File: src/rtl/present_pkg.sv
// Shared definitions for the PRESENT-80 round controller.
// Holds the controller state encoding, the default round count and the
// data/key/counter widths used by every file of the block.
package present_pkg;

  localparam int KEY_W          = 80;
  localparam int DATA_W         = 64;
  localparam int CNT_W          = 5;
  localparam int ROUNDS_DEFAULT = 31;

  typedef enum logic [1:0] {
    ST_IDLE  = 2'd0,
    ST_ROUND = 2'd1,
    ST_DONE  = 2'd2
  } ctrl_state_e;

endpackage

File: src/rtl/present_key_addition.sv
// PRESENT round-key addition (XOR of state with a 64-bit round key).
// Ports:
//   state_in  - cipher state
//   round_key - 64-bit round key (top bits of the key register)
//   state_out - state XOR round key
module present_key_addition (
  input  logic [63:0] state_in,
  input  logic [63:0] round_key,
  output logic [63:0] state_out
);

  assign state_out = state_in ^ round_key;

endmodule

File: src/rtl/present_key_update.sv
// PRESENT-80 key schedule step (combinational).
// Ports:
//   key_in    - current 80-bit key register
//   round_cnt - 5-bit round counter of the round being computed
//   key_out   - key register for the next round
module present_key_update
  import present_pkg::*;
(
  input  logic [KEY_W-1:0] key_in,
  input  logic [CNT_W-1:0] round_cnt,
  output logic [KEY_W-1:0] key_out
);

  logic [KEY_W-1:0] rotated;
  logic [3:0]       top_sub;

  // Rotate left by 61 is the same as rotate right by 19.
  assign rotated = {key_in[18:0], key_in[79:19]};

  present_sbox u_sbox (
    .in_nib  (rotated[79:76]),
    .out_nib (top_sub)
  );

  assign key_out = {top_sub, rotated[75:20], rotated[19:15] ^ round_cnt,
                    rotated[14:0]};

endmodule

File: src/rtl/present_perm.sv
// PRESENT bit permutation: bit i moves to position 16*i mod 63,
// with bit 63 staying in place.
// Ports:
//   in_bits  - 64-bit input
//   out_bits - permuted 64-bit output
module present_perm (
  input  logic [63:0] in_bits,
  output logic [63:0] out_bits
);

  genvar g;
  generate
    for (g = 0; g < 63; g++) begin : g_bit
      assign out_bits[(g * 16) % 63] = in_bits[g];
    end
  endgenerate

  assign out_bits[63] = in_bits[63];

endmodule

File: src/rtl/present_sbox.sv
// PRESENT 4-bit substitution box.
// Ports:
//   in_nib  - 4-bit input nibble
//   out_nib - substituted nibble
module present_sbox (
  input  logic [3:0] in_nib,
  output logic [3:0] out_nib
);

  always_comb begin
    out_nib = 4'h0;
    case (in_nib)
      4'h0: out_nib = 4'hC;
      4'h1: out_nib = 4'h5;
      4'h2: out_nib = 4'h6;
      4'h3: out_nib = 4'hB;
      4'h4: out_nib = 4'h9;
      4'h5: out_nib = 4'h0;
      4'h6: out_nib = 4'hA;
      4'h7: out_nib = 4'hD;
      4'h8: out_nib = 4'h3;
      4'h9: out_nib = 4'hE;
      4'hA: out_nib = 4'hF;
      4'hB: out_nib = 4'h8;
      4'hC: out_nib = 4'h4;
      4'hD: out_nib = 4'h7;
      4'hE: out_nib = 4'h1;
      default: out_nib = 4'h2;
    endcase
  end

endmodule

File: src/rtl/present_round_ctrl.sv
// Iterative PRESENT-80 encryption controller, one round per clock.
// Ports:
//   clk, rst_n          - clock and asynchronous active-low reset
//   in_valid/in_ready   - job handshake, in_data plaintext, in_key user key
//   out_valid/out_ready - result handshake, out_data ciphertext
//   busy                - high while rounds are being computed
module present_round_ctrl
  import present_pkg::*;
#(
  parameter int ROUNDS = ROUNDS_DEFAULT
) (
  input  logic              clk,
  input  logic              rst_n,
  input  logic              in_valid,
  output logic              in_ready,
  input  logic [DATA_W-1:0] in_data,
  input  logic [KEY_W-1:0]  in_key,
  output logic              out_valid,
  input  logic              out_ready,
  output logic [DATA_W-1:0] out_data,
  output logic              busy
);

  localparam logic [CNT_W-1:0] LAST_CNT = CNT_W'(ROUNDS);

  ctrl_state_e       fsm_q, fsm_d;
  logic [DATA_W-1:0] state_q, state_d;
  logic [KEY_W-1:0]  key_q, key_d;
  logic [CNT_W-1:0]  cnt_q, cnt_d;

  logic [DATA_W-1:0] added;
  logic [DATA_W-1:0] subbed;
  logic [DATA_W-1:0] permuted;
  logic [KEY_W-1:0]  key_next;

  // Round-key addition also produces the final whitening in DONE.
  present_key_addition u_add (
    .state_in  (state_q),
    .round_key (key_q[79:16]),
    .state_out (added)
  );

  genvar g;
  generate
    for (g = 0; g < 16; g++) begin : g_sbox
      present_sbox u_sbox (
        .in_nib  (added[4*g +: 4]),
        .out_nib (subbed[4*g +: 4])
      );
    end
  endgenerate

  present_perm u_perm (
    .in_bits  (subbed),
    .out_bits (permuted)
  );

  present_key_update u_key_upd (
    .key_in    (key_q),
    .round_cnt (cnt_q),
    .key_out   (key_next)
  );

  always_ff @(posedge clk or negedge rst_n) begin
    if (!rst_n) begin
      fsm_q   <= ST_IDLE;
      state_q <= '0;
      key_q   <= '0;
      cnt_q   <= '0;
    end else begin
      fsm_q   <= fsm_d;
      state_q <= state_d;
      key_q   <= key_d;
      cnt_q   <= cnt_d;
    end
  end

  always_comb begin
    fsm_d   = fsm_q;
    state_d = state_q;
    key_d   = key_q;
    cnt_d   = cnt_q;
    case (fsm_q)
      ST_IDLE: begin
        if (in_valid) begin
          state_d = in_data;
          key_d   = in_key;
          cnt_d   = CNT_W'(1);
          fsm_d   = ST_ROUND;
        end
      end
      ST_ROUND: begin
        state_d = permuted;
        key_d   = key_next;
        cnt_d   = cnt_q + CNT_W'(1);
        if (cnt_q == LAST_CNT) begin
          fsm_d = ST_DONE;
        end
      end
      ST_DONE: begin
        if (out_ready) begin
          fsm_d = ST_IDLE;
        end
      end
      default: fsm_d = ST_IDLE;
    endcase
  end

  assign in_ready  = (fsm_q == ST_IDLE);
  assign busy      = (fsm_q == ST_ROUND);
  assign out_valid = (fsm_q == ST_DONE);
  assign out_data  = (fsm_q == ST_DONE) ? added : '0;

endmodule
File: config.mk
export PLATFORM = sky130hd
export DESIGN_NAME = present_round_ctrl
export DESIGN_NICKNAME = d
export VERILOG_FILES = /design/src/rtl/present_pkg.sv /design/src/rtl/present_key_addition.sv /design/src/rtl/present_key_update.sv /design/src/rtl/present_perm.sv /design/src/rtl/present_sbox.sv /design/src/rtl/present_round_ctrl.sv
export SDC_FILE = /design/constraint.sdc
export NUM_CORES = 1
export LEC_CHECK = 0
export CELL_PAD_IN_SITES_DETAIL_PLACEMENT = 1
export CELL_PAD_IN_SITES_GLOBAL_PLACEMENT = 1
export CORE_ASPECT_RATIO = 0.75
export CORE_MARGIN = 2
export CORE_UTILIZATION = 40
export DETAILED_ROUTE_END_ITERATION = 8
export PLACE_DENSITY = 0.94
export SETUP_SLACK_MARGIN = 0.02
export SLEW_MARGIN = 10
export SYNTH_ARGS = -nofsm -noshare
export SYNTH_HDL_FRONTEND = slang
export SYNTH_SLANG_ARGS = --single-unit
File: constraint.sdc
create_clock -name clk -period 2.5 [get_ports clk]
set_input_delay 0.625 -clock clk [delete_from_list [all_inputs] [get_ports clk]]
set_output_delay 0.625 -clock clk [all_outputs]
set_load 0.005 [all_outputs]
=== Word level (Yosys, flattened, before mapping) ===
Memory sizes are Yosys's and may differ from the RTL's.
Cells that the tools add are included.
Widths: inputs -> output; s select.

* Register bits: 151
* Bits in read-only memories: 1088
* Input bits: 148
* Output and inout bits: 67
* Logic and storage cells: 45
* Memories kept: 17

{| class="wikitable"
|+ Memory list
! name !! depth !! bits a word !! rd ports !! clocked after Yosys merged registers in !! wr ports !! line !! RTL
|-
| (no name shown) || 16 || 4 || 1 || 0 || 0 || present_sbox.sv:12 || <nowiki>case (in_nib)</nowiki>
|-
| (no name shown) || 16 || 4 || 1 || 0 || 0 || present_sbox.sv:12 ||
|-
| (no name shown) || 16 || 4 || 1 || 0 || 0 || present_sbox.sv:12 ||
|-
| (no name shown) || 16 || 4 || 1 || 0 || 0 || present_sbox.sv:12 ||
|-
| (no name shown) || 16 || 4 || 1 || 0 || 0 || present_sbox.sv:12 ||
|-
| (no name shown) || 16 || 4 || 1 || 0 || 0 || present_sbox.sv:12 ||
|-
| 11 more memories || -- || -- || -- || -- || -- || -- ||
|}

* $add $sub $neg: 1
* Eq/ne operators: 6
* Multiplexer cells: 11
* Bitwise operators: 2
* Reduce and logical (&&, ||, !) cells: 4

{| class="wikitable"
|+ Operator list
! operator !! number
|-
| $pmux 80 s2 || 1
|-
| $mux 64 || 2
|-
| $pmux 64 s2 || 1
|-
| $mux 80 || 1
|-
| $xor 64x64->64 || 1
|-
| $pmux 5 s2 || 1
|-
| $mux 2 || 3
|-
| $pmux 2 s3 || 1
|-
| $add 5x1->5 const B || 1
|-
| $eq 5x5->1 const B || 1
|-
| $mux 5 || 1
|-
| $xor 5x5->5 || 1
|-
| $ne 2x1->1 const B || 2
|-
| $reduce_and 3->1 || 1
|-
| $eq 2x1->1 const B || 1
|-
| $eq 2x2->1 const B || 1
|-
| $logic_not 2->1 || 1
|-
| $ne 2x2->1 const B || 1
|-
| $reduce_and 2->1 || 1
|-
| $reduce_bool 2->1 || 1
|}

=== Longest topological paths before layout ===
* Depth after elaboration: 3
* Mapped depth: 8
* Depth with buffers taken out: 7

=== Modules after synthesis ===
A second synthesis with hierarchy kept.

* Cells, all modules: 1411
* Area, all modules: 12961.2 um^2

{| class="wikitable"
|+ Modules (own cells, without submodules)
! module !! instances !! cells an instance !! area an instance (um^2) !! sequential area each (um^2)
|-
| present_round_ctrl || 1 || 901 || 8195.4 || 3778.6
|-
| present_sbox || 17 || 18 || 185.2 || 0.0
|-
| present_key_update || 1 || 76 || 576.8 || 0.0
|-
| present_key_addition || 1 || 64 || 560.5 || 0.0
|-
| present_perm || 1 || 64 || 480.5 || 0.0
|}

=== Least setup slack after synthesis ===
OpenSTA, ideal clock, no wires.

* Kind: reg2out
* Start: register fsm_q[1]
* End: output port out_data[33]
* Arrival: 1.341 ns
* Required time: 1.875 ns
* Setup slack: 0.534 ns
* Cell stages (with the launch flop): 6
* Buffers on the path: 3
* Cells stage by stage: dfrtp_1 > buf_2 > nand2b_1 > clkbuf_1 > buf_1 > nor2_1

* Longest elaborated chain between the ends: 2

{| class="wikitable"
|+ Ends and longest elaborated chain
! element !! line !! RTL
|-
| start: declaration || present_round_ctrl.sv:26 || <nowiki>ctrl_state_e fsm_q, fsm_d;</nowiki>
|-
| start signal: assignment || present_round_ctrl.sv:71 || <nowiki>fsm_q <= fsm_d;</nowiki>
|-
| $eq 2x2->1 || present_round_ctrl.sv:112 || <nowiki>assign out_data = (fsm_q == ST_DONE) ? added : '0;</nowiki>
|-
| $mux 64 || present_round_ctrl.sv:112 ||
|-
| end: declaration || present_round_ctrl.sv:20 || <nowiki>output logic [DATA_W-1:0] out_data,</nowiki>
|}

No other way between the ends.

=== Worst setup path after layout ===
* Start: register fsm_q[0]
* End: register key_q[73]

* Longest elaborated chain between the ends: 3
* Elaborated cells between the ends (all ways): 6
* Classes of those cells: 2 x eq/ne; 1 x mux; 3 x reduce/logical

{| class="wikitable"
|+ Ends and longest elaborated chain
! element !! line !! RTL
|-
| $eq 2x1->1 / $logic_not 2->1 (equally long branches) || present_round_ctrl.sv:83 || <nowiki>case (fsm_q)</nowiki>
|-
| $reduce_bool 2->1 (no line) / $ne 2x2->1 (equally long branches) || -- ||
|-
| $reduce_and 2->1 (no line) || -- ||
|-
| end signal: assignment || present_round_ctrl.sv:73 || <nowiki>key_q <= key_d;</nowiki>
|-
| end: declaration || present_round_ctrl.sv:28 || <nowiki>logic [KEY_W-1:0] key_q, key_d;</nowiki>
|}

Several ways; a longest one is shown, not always the timed one.
A chain may end at the register's enable or synchronous reset.

==> impl_metrics.yaml <==
final_layout:
  filler_cell_count: 2890
  multi_input_area_um2: 6670
  register_cell_area_after_layout_um2: 3790
  final_net_count: 1625
  fraction_of_layout_cells_with_a_size_suffix_above_1_pct: 16.1
  area_growth_pct: 35.9
floorplan:
  area_inside_the_core_boundary_um2: 26200
  std_cell_rows: 51
  die_w_um: 193
  die_height_um: 146
  effective_utilization_at_floorplan_pct: 41.0
  ioPinCount: 215
  die_area_um2: 28300
min_path:
  class_of_the_tightest_hold_or_removal_check: "primary input to asynchronous set/reset pin"
placement:
  finalWeightedCongestion: 0.965
  numPortBuffers: 214
  dp_hpwl_um: 37400
yosys:
  synth_enable_flop_cells: 0
  synthMostInstantiatedCell: "dfrtp_1"
  muxShareOfSynthArea_pct: 8.44
  largest_cells_by_area_after_synthesis: "dfrtp_1 35%, ha_1 6.4%, a22oi_1 4.7%, o21ai_1 4.3%, mux2i_1 3.9%"
  synth-async-reset-ratio_pct: 100
  post_synth_and_or_nand_nor_area_fraction_pct: 13.1
  synth_compound_gate_area_share_pct: 22.5
  synth.cells.most_frequent: "151 x dfrtp_1, 111 x nand2_1, 93 x o21ai_1, 86 x nor2_1"
  synth_area_per_cell_um2: 9.07
  postSynthNetCount: 1390
  dominantRegCellSynth: "dfrtp_1"
  fraction_of_the_mapped_netlist_area_in_adder_cells_pct: 6.39
  post_synth_instance_area_um2: 10800
  synth_cells: 1187
  synthXorXnorAreaFrac_pct: 8.93
  yosysTopAreaCellShare_pct: 35.1
  synthDominantAreaCellType: "dfrtp_1"
  synth.distinct_cells: 51
  postSynthRegisterBits: 151
  seq_area_frac_synth_pct: 35.1
  synth_top_family_by_area: "compound AO/OA/AOI/OAI gates"
  yosysWarnings: 0
sta:
  setup-violations-final: 16
  rsz0062_at_grt: "true"
  setup_ws_ns: -0.160
  skew_ns: 0.0247
  period_share_pct: 106
  worst_pin_slew_ns: 0.999
  clock.fmax_mhz: 376
  final.setup.tns_ns: -0.687
  timing.slew.headroom_pct: 33.4
  report.final.slew_viol_count: 0
  hold_violations: 0
  min_period_ns: 2.66
worst_setup_path:
  timing.reg2reg.worst_path_depth: 6
  critical_path_maximum_fanout: 61
  worstSetupStartpointType: "flip-flop"
  crit-reg2reg-launch: "fsm_q[0]$_DFFE_PN0P_"
  worst_setup_path_end_kind: "flip-flop"
  rr_endpoint: "key_q[73]$_DFFE_PN0P_"
  worstPathRequired_ns: 2.81
  cp.arrival_ns: 2.97
  criticalPathCategory: "flip-flop to flip-flop"
  ff2ff_setup_slack_ns: -0.16
cts:
  cts.clk_slew.worst_paths_ns: 0.10
  clk_path_buf_depth: 2
  cts_sink_count: 151
  clock_insertion_delay_worst_skew_ns: 0.48
  cts_inserted_buffers: 17
  ctsHtreeMaxLevel: 4
  clock-root-buffer: "clkbuf_16"
  tritoncts: "done"
status:
  violations: "setup timing"
  result_of_the_run: "finished with violations"
global_route:
  antenna_violations_before_repair: 5
  globalRouteOverflowTotal: 0
  first_global_vias: 12804
  grt_usage_pct: 40.7
  grt_pass1_wl_um: 85800
  maximum_number_of_pins_on_one_net_before_global_route_repair: 104
drt:
  detail_route.first_pass.iterations: 6
  routed_via_density: 7.10
  dr_total_vias: 12646
  detail_route.wirelength_um: 63400
  dr.first_iter.drc_count: 2119
  remaining_routing_drc_violations: 0
  postRouteAntennaNets: 0
  drt-wirelength-per-cell_um: 35.6
run:
  max_cap_violations: 0
state kept, by name, summed over array words and instances, names as in the netlist:
register  cells
key_q        80
state_q      64
fsm_q         2
cnt_q         5
how the worst max path moves through the flow:
| stage | startpoint | endpoint | slack (ns) |
|---|---|---|---|
| 5_1_grt | fsm_q[0]$_DFFE_PN0P_ | key_q[73]$_DFFE_PN0P_ | -0.10 |
| 2_1_floorplan | fsm_q[1]$_DFFE_PN0P_ | out_data[33] | 0.53 |
| 4_1_cts | state_q[10]$_DFFE_PN0P_ | out_data[10] | -0.18 |
| 3_3_place_gp | fsm_q[0]$_DFFE_PN0P_ | out_data[10] | 0.28 |
| 3_5_place_dp | key_q[17]$_DFFE_PN0P_ | state_q[32]$_DFFE_PN0P_ | 0.17 |
| 6_report | fsm_q[0]$_DFFE_PN0P_ | key_q[73]$_DFFE_PN0P_ | -0.16 |
stage by stage:
step / setup slack [ns] / hold slack [ns] / cells / cell area [µm²] / util [%]
final: -0.160 / 0.0872 / 1781 / 14600 / 55.8
after floorplan: 0.534 / 0.329 / 1187 / 10800 / -
after CTS: -0.178 / 0.0990 / 1771 / 14400 / 55.0
after detailed placement: 0.169 / 0.482 / 1731 / 13600 / 51.9
after global placement: 0.282 / 0.472 / 1731 / 13600 / 51.9
after global routing: -0.103 / 0.100 / 1779 / 14600 / 55.8
worst max-delay path: stages (launching register included):
cell and delay, ns:
dfrtp_4 0.49, buf_4 0.17, buf_12 0.14, buf_4 0.32, nor3b_1 0.62, a21oi_1 0.13
o21ai_1 0.59
final cells by class:
class	count	area share, %
sequential	151	25.9
clock inverter	15	1.37
inverter	72	1.85
clock buffer	17	2.91
multi-input combinational	885	45.6
antenna	2	0.0342
timing repair buffer	295	19.4
tap	344	2.94
timing repair:
| item | in CTS | in global routing |
|---|---|---|
| gates cloned | 2 | 2 |
| hold buffers | 0 | 0 |
| setup buffers | 6 | 6 |
| pin swaps | 3 | 1 |
| endpoints found under the hold margin | 0 | 0 |
| resized for setup | 101 | 57 |
| endpoints found under the setup margin | 67 | 26 |
cell usage in the layout (no fill, tap or decap), drive strengths merged, types with 42 or more instances in the layout:
cell type,instances
o21ai,114
buf,81
nand2,111
a22oi,67
nor2,86
xnor2,52
clkdlybuf4s50,146
ha,55
inv,81
dlygate4sd2,47
dfrtp,151
a21oi,67
mux2i,42
per-layer routing:
layer	share of wire (%)	track usage, %
met5	0.041	0
met4	9.4	26.8
met3	15	19.3
met2	39	57.6
met1	36	49.3
cells by family (layout without fill, tap and decap cells):
kind of cell,count (synthesis),in the layout
flops,151,151
simple gates,300,300
compound gates,371,371
fa+ha+maj,55,55
xor+xnor,84,84
buf+inv,151,399
mux,75,75
other cells,0,2
Power is not shown: default switching activity piles up to over one toggle a cycle in this logic, so the estimate is an artifact.
